--- config.mk ---
export PLATFORM = sky130hd
export DESIGN_NAME = fft_reorder_flat
export DESIGN_NICKNAME = d
export VERILOG_FILES = /design/src/rtl/fft_reorder_if.sv /design/src/rtl/fft_reorder.sv /design/src/flat_wrapper.sv
export SDC_FILE = /design/constraint.sdc
export NUM_CORES = 2
export LEC_CHECK = 0
export CAP_MARGIN = 20
export CORE_AREA = 3 3 451 453
export DETAILED_ROUTE_END_ITERATION = 8
export DIE_AREA = 0 0 454 456
export MAX_ROUTING_LAYER = met4
export PLACE_DENSITY = 0.58
export SYNTH_ARGS = -nofsm -noshare
export SYNTH_HDL_FRONTEND = slang
export SYNTH_SLANG_ARGS = --single-unit
--- constraint.sdc ---
create_clock -name clk -period 6.35 [get_ports clk]
set_clock_uncertainty 0.1 [all_clocks]
set_input_delay 0.9525 -clock clk [delete_from_list [all_inputs] [get_ports clk]]
set_output_delay 0.9525 -clock clk [all_outputs]
set_load 0.03 [all_outputs]
--- src/rtl/fft_reorder_if.sv ---
// Streaming port bundle for the FFT output reorder buffer.
// Input side: bit-reversed samples; output side: natural-order samples.
interface fft_reorder_if #(
    parameter int DATA_W = 16,
    parameter int LOG2N  = 5
);
    logic                     valid_i;
    logic signed [DATA_W-1:0] data_in_r;
    logic signed [DATA_W-1:0] data_in_i;
    logic                     in_ready;
    logic                     valid_o;
    logic                     ready_i;
    logic signed [DATA_W-1:0] data_out_r;
    logic signed [DATA_W-1:0] data_out_i;
    logic [LOG2N-1:0]         index_o;
    logic                     overflow;

    modport master (
        output valid_i, data_in_r, data_in_i, ready_i,
        input  in_ready, valid_o, data_out_r, data_out_i,
        input  index_o, overflow
    );

    modport slave (
        input  valid_i, data_in_r, data_in_i, ready_i,
        output in_ready, valid_o, data_out_r, data_out_i,
        output index_o, overflow
    );
endinterface

--- src/rtl/fft_reorder.sv ---
// Ping-pong frame buffer turning bit-reversed FFT output into
// natural order, with sticky overflow on dropped input samples.
module fft_reorder #(
    parameter int DATA_W = 16,
    parameter int LOG2N  = 5
) (
    input logic          clk,
    input logic          rst,
    fft_reorder_if.slave io
);
    localparam int N = 1 << LOG2N;

    typedef logic [LOG2N-1:0] cnt_t;

    function automatic cnt_t bitrev(input cnt_t a);
        cnt_t r;
        for (int b = 0; b < LOG2N; b++) begin
            r[b] = a[LOG2N-1-b];
        end
        return r;
    endfunction

    logic signed [DATA_W-1:0] mem_r_q [2][N];
    logic signed [DATA_W-1:0] mem_i_q [2][N];

    cnt_t       wcnt_q, wcnt_d;
    cnt_t       rcnt_q, rcnt_d;
    logic       wbank_q, wbank_d;
    logic       rbank_q, rbank_d;
    logic [1:0] full_q, full_d;
    logic       ovf_q, ovf_d;

    logic in_rdy;
    logic accept;
    logic xfer;
    logic wlast;
    logic rlast;

    assign in_rdy = !full_q[wbank_q];
    assign accept = io.valid_i && in_rdy;
    assign xfer   = full_q[rbank_q] && io.ready_i;
    assign wlast  = (wcnt_q == cnt_t'(N - 1));
    assign rlast  = (rcnt_q == cnt_t'(N - 1));

    // Write and read never wrap into the same bank: a write wrap needs
    // its bank empty, a read wrap needs its bank full.
    always_comb begin
        wcnt_d  = wcnt_q;
        rcnt_d  = rcnt_q;
        wbank_d = wbank_q;
        rbank_d = rbank_q;
        full_d  = full_q;
        ovf_d   = ovf_q;
        if (accept) begin
            wcnt_d = cnt_t'(wcnt_q + 1'b1);
            if (wlast) begin
                wbank_d         = !wbank_q;
                full_d[wbank_q] = 1'b1;
            end
        end
        if (io.valid_i && !in_rdy) begin
            ovf_d = 1'b1;
        end
        if (xfer) begin
            rcnt_d = cnt_t'(rcnt_q + 1'b1);
            if (rlast) begin
                rbank_d         = !rbank_q;
                full_d[rbank_q] = 1'b0;
            end
        end
    end

    always_ff @(posedge clk or posedge rst) begin
        if (rst) begin
            wcnt_q  <= '0;
            rcnt_q  <= '0;
            wbank_q <= 1'b0;
            rbank_q <= 1'b0;
            full_q  <= 2'b00;
            ovf_q   <= 1'b0;
        end else begin
            wcnt_q  <= wcnt_d;
            rcnt_q  <= rcnt_d;
            wbank_q <= wbank_d;
            rbank_q <= rbank_d;
            full_q  <= full_d;
            ovf_q   <= ovf_d;
        end
    end

    always_ff @(posedge clk) begin
        if (accept) begin
            mem_r_q[wbank_q][bitrev(wcnt_q)] <= io.data_in_r;
            mem_i_q[wbank_q][bitrev(wcnt_q)] <= io.data_in_i;
        end
    end

    assign io.in_ready   = in_rdy;
    assign io.valid_o    = full_q[rbank_q];
    assign io.data_out_r = mem_r_q[rbank_q][rcnt_q];
    assign io.data_out_i = mem_i_q[rbank_q][rcnt_q];
    assign io.index_o    = rcnt_q;
    assign io.overflow   = ovf_q;
endmodule
--- src/flat_wrapper.sv ---
// flat-port wrapper written by rule: the top's interface ports become plain ports
module fft_reorder_flat 
#(
    parameter int DATA_W = 16,
    parameter int LOG2N  = 5
)
  (clk, rst, io_valid_i, io_data_in_r, io_data_in_i, io_ready_i, io_in_ready, io_valid_o, io_data_out_r, io_data_out_i, io_index_o, io_overflow);
  fft_reorder_if #(.DATA_W(DATA_W), .LOG2N(LOG2N)) io_i ();
  input logic clk;
  input logic rst;
  input wire logic [$bits(io_i.valid_i)-1:0] io_valid_i;
  input wire logic [$bits(io_i.data_in_r)-1:0] io_data_in_r;
  input wire logic [$bits(io_i.data_in_i)-1:0] io_data_in_i;
  input wire logic [$bits(io_i.ready_i)-1:0] io_ready_i;
  output wire logic [$bits(io_i.in_ready)-1:0] io_in_ready;
  output wire logic [$bits(io_i.valid_o)-1:0] io_valid_o;
  output wire logic [$bits(io_i.data_out_r)-1:0] io_data_out_r;
  output wire logic [$bits(io_i.data_out_i)-1:0] io_data_out_i;
  output wire logic [$bits(io_i.index_o)-1:0] io_index_o;
  output wire logic [$bits(io_i.overflow)-1:0] io_overflow;
  assign io_i.valid_i = io_valid_i;
  assign io_i.data_in_r = io_data_in_r;
  assign io_i.data_in_i = io_data_in_i;
  assign io_i.ready_i = io_ready_i;
  assign io_in_ready = io_i.in_ready;
  assign io_valid_o = io_i.valid_o;
  assign io_data_out_r = io_i.data_out_r;
  assign io_data_out_i = io_i.data_out_i;
  assign io_index_o = io_i.index_o;
  assign io_overflow = io_i.overflow;
  fft_reorder #(.DATA_W(DATA_W), .LOG2N(LOG2N)) u_core (.clk(clk), .rst(rst), .io(io_i));
endmodule
==> results.toml <==
[yosys]
yosysUniqueCellTypes = 53
yosys.area.top_type = "edfxtp_1"
syn_nets = 3780
ys_warn_count = 0
synth.top_cell.area_share_pct = 77.3
synthFlopType = "edfxtp_1"
avgSynthCellArea_um2 = 21.3
ys_seq_area_share_pct = 77.7
ys_ff_latch = 2063
synthesis.area_um2 = 79600
async_flop_share_pct = 0.727
netlist_instances = 3735
synth_edf_count = 2048
synthTopCellsByArea = "edfxtp_1 77%, mux4_2 9.9%, mux2i_1 4.8%, a221oi_1 0.68%, mux2_2 0.66%"

[drt]
drt-total-wl_um = 221000
drtPass1Iterations = 5
dr_total_vias = 39800
drc = 0
initialDrtViolationCount = 5042
routedWlPerCell_um = 32.3
ant_nets = 0
via_per_inst = 5.82

[clocking]
cts.htree.levels = 4
postCtsSetupRepairBufs = 0
clkSinkCount = 2063
ctsHoldBuffers = 0
clk_path_buf_depth = 3
cts-resized-gates = 0
clkLatencyLatePin_ns = 0.84
cts_tree = "built"
clkTransAtPathRegs_ns = 0.06
cts-root-buf = "clkbuf_16"
numCtsBuffers = 198

[power_and_ir_drop]
peakVddDrop_mv = 0.335
power_leakage_nw = 27.3
p_per_area_nw_per_um2 = 364

[sta]
final-hold-violation-count = 0
finalCritPeriodShare_pct = 97.5
fmax_ghz = 0.162
rsz0062_at_grt = "false"
timing.final.crit_period_ns = 6.19
setup_violations = 0
slew_headroom_pct = 22.0
tns_ns = 0
worst_pin_slew_ns = 1.16
holdWs_ns = 0.348
slew_violations = 0

[die]
io_pins = 76
die_h_um = 456
rows = 164
core_um2 = 200000
die_x_um = 454
start_util_pct = 39.9
dieArea_um2 = 207000

[worst_setup_path]
crit_chain = "buf_4 > mux4_2 > a211o_1 > a31oi_1 > o31ai_1 > clkdlybuf4s50_1"
arrival_ns = 5.14
crit_slowest_cell = "dfrtp_4"
startpoint_type = "flip-flop"
crit_required_ns = 5.30
crit_type = "flip-flop to output port"
critPathCaptureType = "output port"
critPathMaxFanout = 33
cpPeakStageDelay_ns = 1.03

[global_routing]
grt_max_degree = 71
grt_pass1_wl_um = 311000
grt_pass1_vias = 39300
grt-ovfl-total = 0
grt_usage_pct = 21.8
antenna_found_initial = 16

[placed_design]
gp_congestion = 0.806
place_hpwl_um = 128000
numPortBuffers = 75
dp_cells = 6459

[run]
maxCapViolCount = 0

[layout]
area_growth_pct = 14.7
finalNonFillerCells = 6838
drive_gt1_share_pct = 24.1
layout_commonest_cell = "edfxtp_1"
final_cell_mix = "2048 x edfxtp_1, 381 x mux2i_1, 350 x mux4_2"
nNetsFinal = 4059

[status]
status = "finished, final reports clean"

[worst_hold_path]
worstHoldPathType = "primary input to flip-flop"
area by class of cell:
class	instances	area [um^2]
fill	16500	108000
sequential	2063	61900
multi-input combinational	1451	16900
clock buffer	254	5250
tap	2656	3320
timing repair buffer	292	2780
clock inverter	110	1110
inverter	8	30.0
antenna	4	10.0
registers in the layout, summed over array words and instances (netlist names):
| signal | count |
|---|---|
| u_core.mem_i_q | 1024 |
| u_core.mem_r_q | 1024 |
| u_core.io.index_o | 5 |
| u_core.wcnt_q | 5 |
| u_core.full_q | 2 |
| u_core.io.overflow | 1 |
| u_core.rbank_q | 1 |
| u_core.wbank_q | 1 |
kinds of logic after synthesis:
group	count (synthesis)	share of synthesized area, %
DFF	2063	77.7
muxes	778	15.4
buffers and inverters	221	1.72
AOI/OAI and AO/OA	430	3.77
and+or+nand+nor	229	1.23
adders and majority gates	9	0.141
xor gates and xnor gates	5	0.0550
per-stage QoR:
step / power (mW) / utilization [%] / setup slack (ns) / cell area [um^2]
CTS: 33.4 / 45.6 / 0.0503 / 91000
detailed placement: 21.9 / 42.4 / 0.982 / 84700
finish: 33.2 / 45.7 / 0.160 / 91300
global placement: 21.8 / 42.3 / 0.964 / 84500
global route: 34.2 / 45.7 / 0.0260 / 91300
floorplan: 18.9 / - / 2.73 / 79600
path summary, 6_finish.rpt:
check / start / end / slack [ns] / cells after the start
worst max-delay path: u_core.rbank_q$_DFFE_PP0P_ / io_data_out_r[12] / 0.16 / 6
worst min-delay path: io_data_in_r[2] / u_core.mem_r_q[1][418]$_DFFE_PP_ / 0.35 / 1
worst max register to register: u_core.wbank_q$_DFFE_PP0P_ / u_core.mem_r_q[0][139]$_DFFE_PP_ / 2.69 / 4
worst min register to register: u_core.wcnt_q[0]$_DFFE_PP0N_ / u_core.wcnt_q[0]$_DFFE_PP0N_ / 0.45 / 1
max in group asynchronous: rst / u_core.io.index_o[3]$_DFFE_PP0P_ / 5.10 / 2
min in group asynchronous: rst / u_core.full_q[1]$_DFF_PP0_ / 0.46 / 2
routing by layer:
layer	GRT usage, %	share of wire (%)	vias to the layer above
met5	-	0	-
met2	33.7	48	1734
met4	5.87	2.6	0
met1	30.4	42	21500
met3	3.35	7.1	300
li1	-	-	16300
critical path, delay by kind of cell, from the launching register on:
kind / cells / cell delay, ns
buf+inv: 2 / 1.21
mux: 1 / 0.56
flops: 1 / 1.03
compound gates: 3 / 1.46
Yosys cell counts (5+ instances only):
| cell | count |
|---|---|
| a211oi_1 | 36 |
| a21o_1 | 11 |
| a21oi_1 | 69 |
| a221oi_1 | 62 |
| a22o_1 | 18 |
| a22oi_1 | 40 |
| a2bb2oi_1 | 9 |
| a311oi_1 | 6 |
| a31oi_1 | 15 |
| a41oi_1 | 8 |
| and3_1 | 5 |
| buf_1 | 16 |
| buf_2 | 35 |
| buf_4 | 27 |
| buf_6 | 29 |
| buf_8 | 13 |
| clkbuf_1 | 91 |
| dfrtp_1 | 15 |
| edfxtp_1 | 2048 |
| ha_1 | 9 |
| inv_1 | 8 |
| mux2_2 | 47 |
| mux2i_1 | 381 |
| mux4_2 | 350 |
| nand2_1 | 87 |
| nand3_1 | 19 |
| nor2_1 | 87 |
| nor2b_1 | 17 |
| o21ai_0 | 65 |
| o21ai_1 | 10 |
| o221ai_1 | 25 |
| o22ai_1 | 31 |
power by group:
part           internal, mW  switching (mW)
clock                  6.54            5.04
sequential             15.5           0.189
combinational          1.99            3.98
total                  24.0            9.21
No activity file was read; power rests on OpenSTA's default activity.
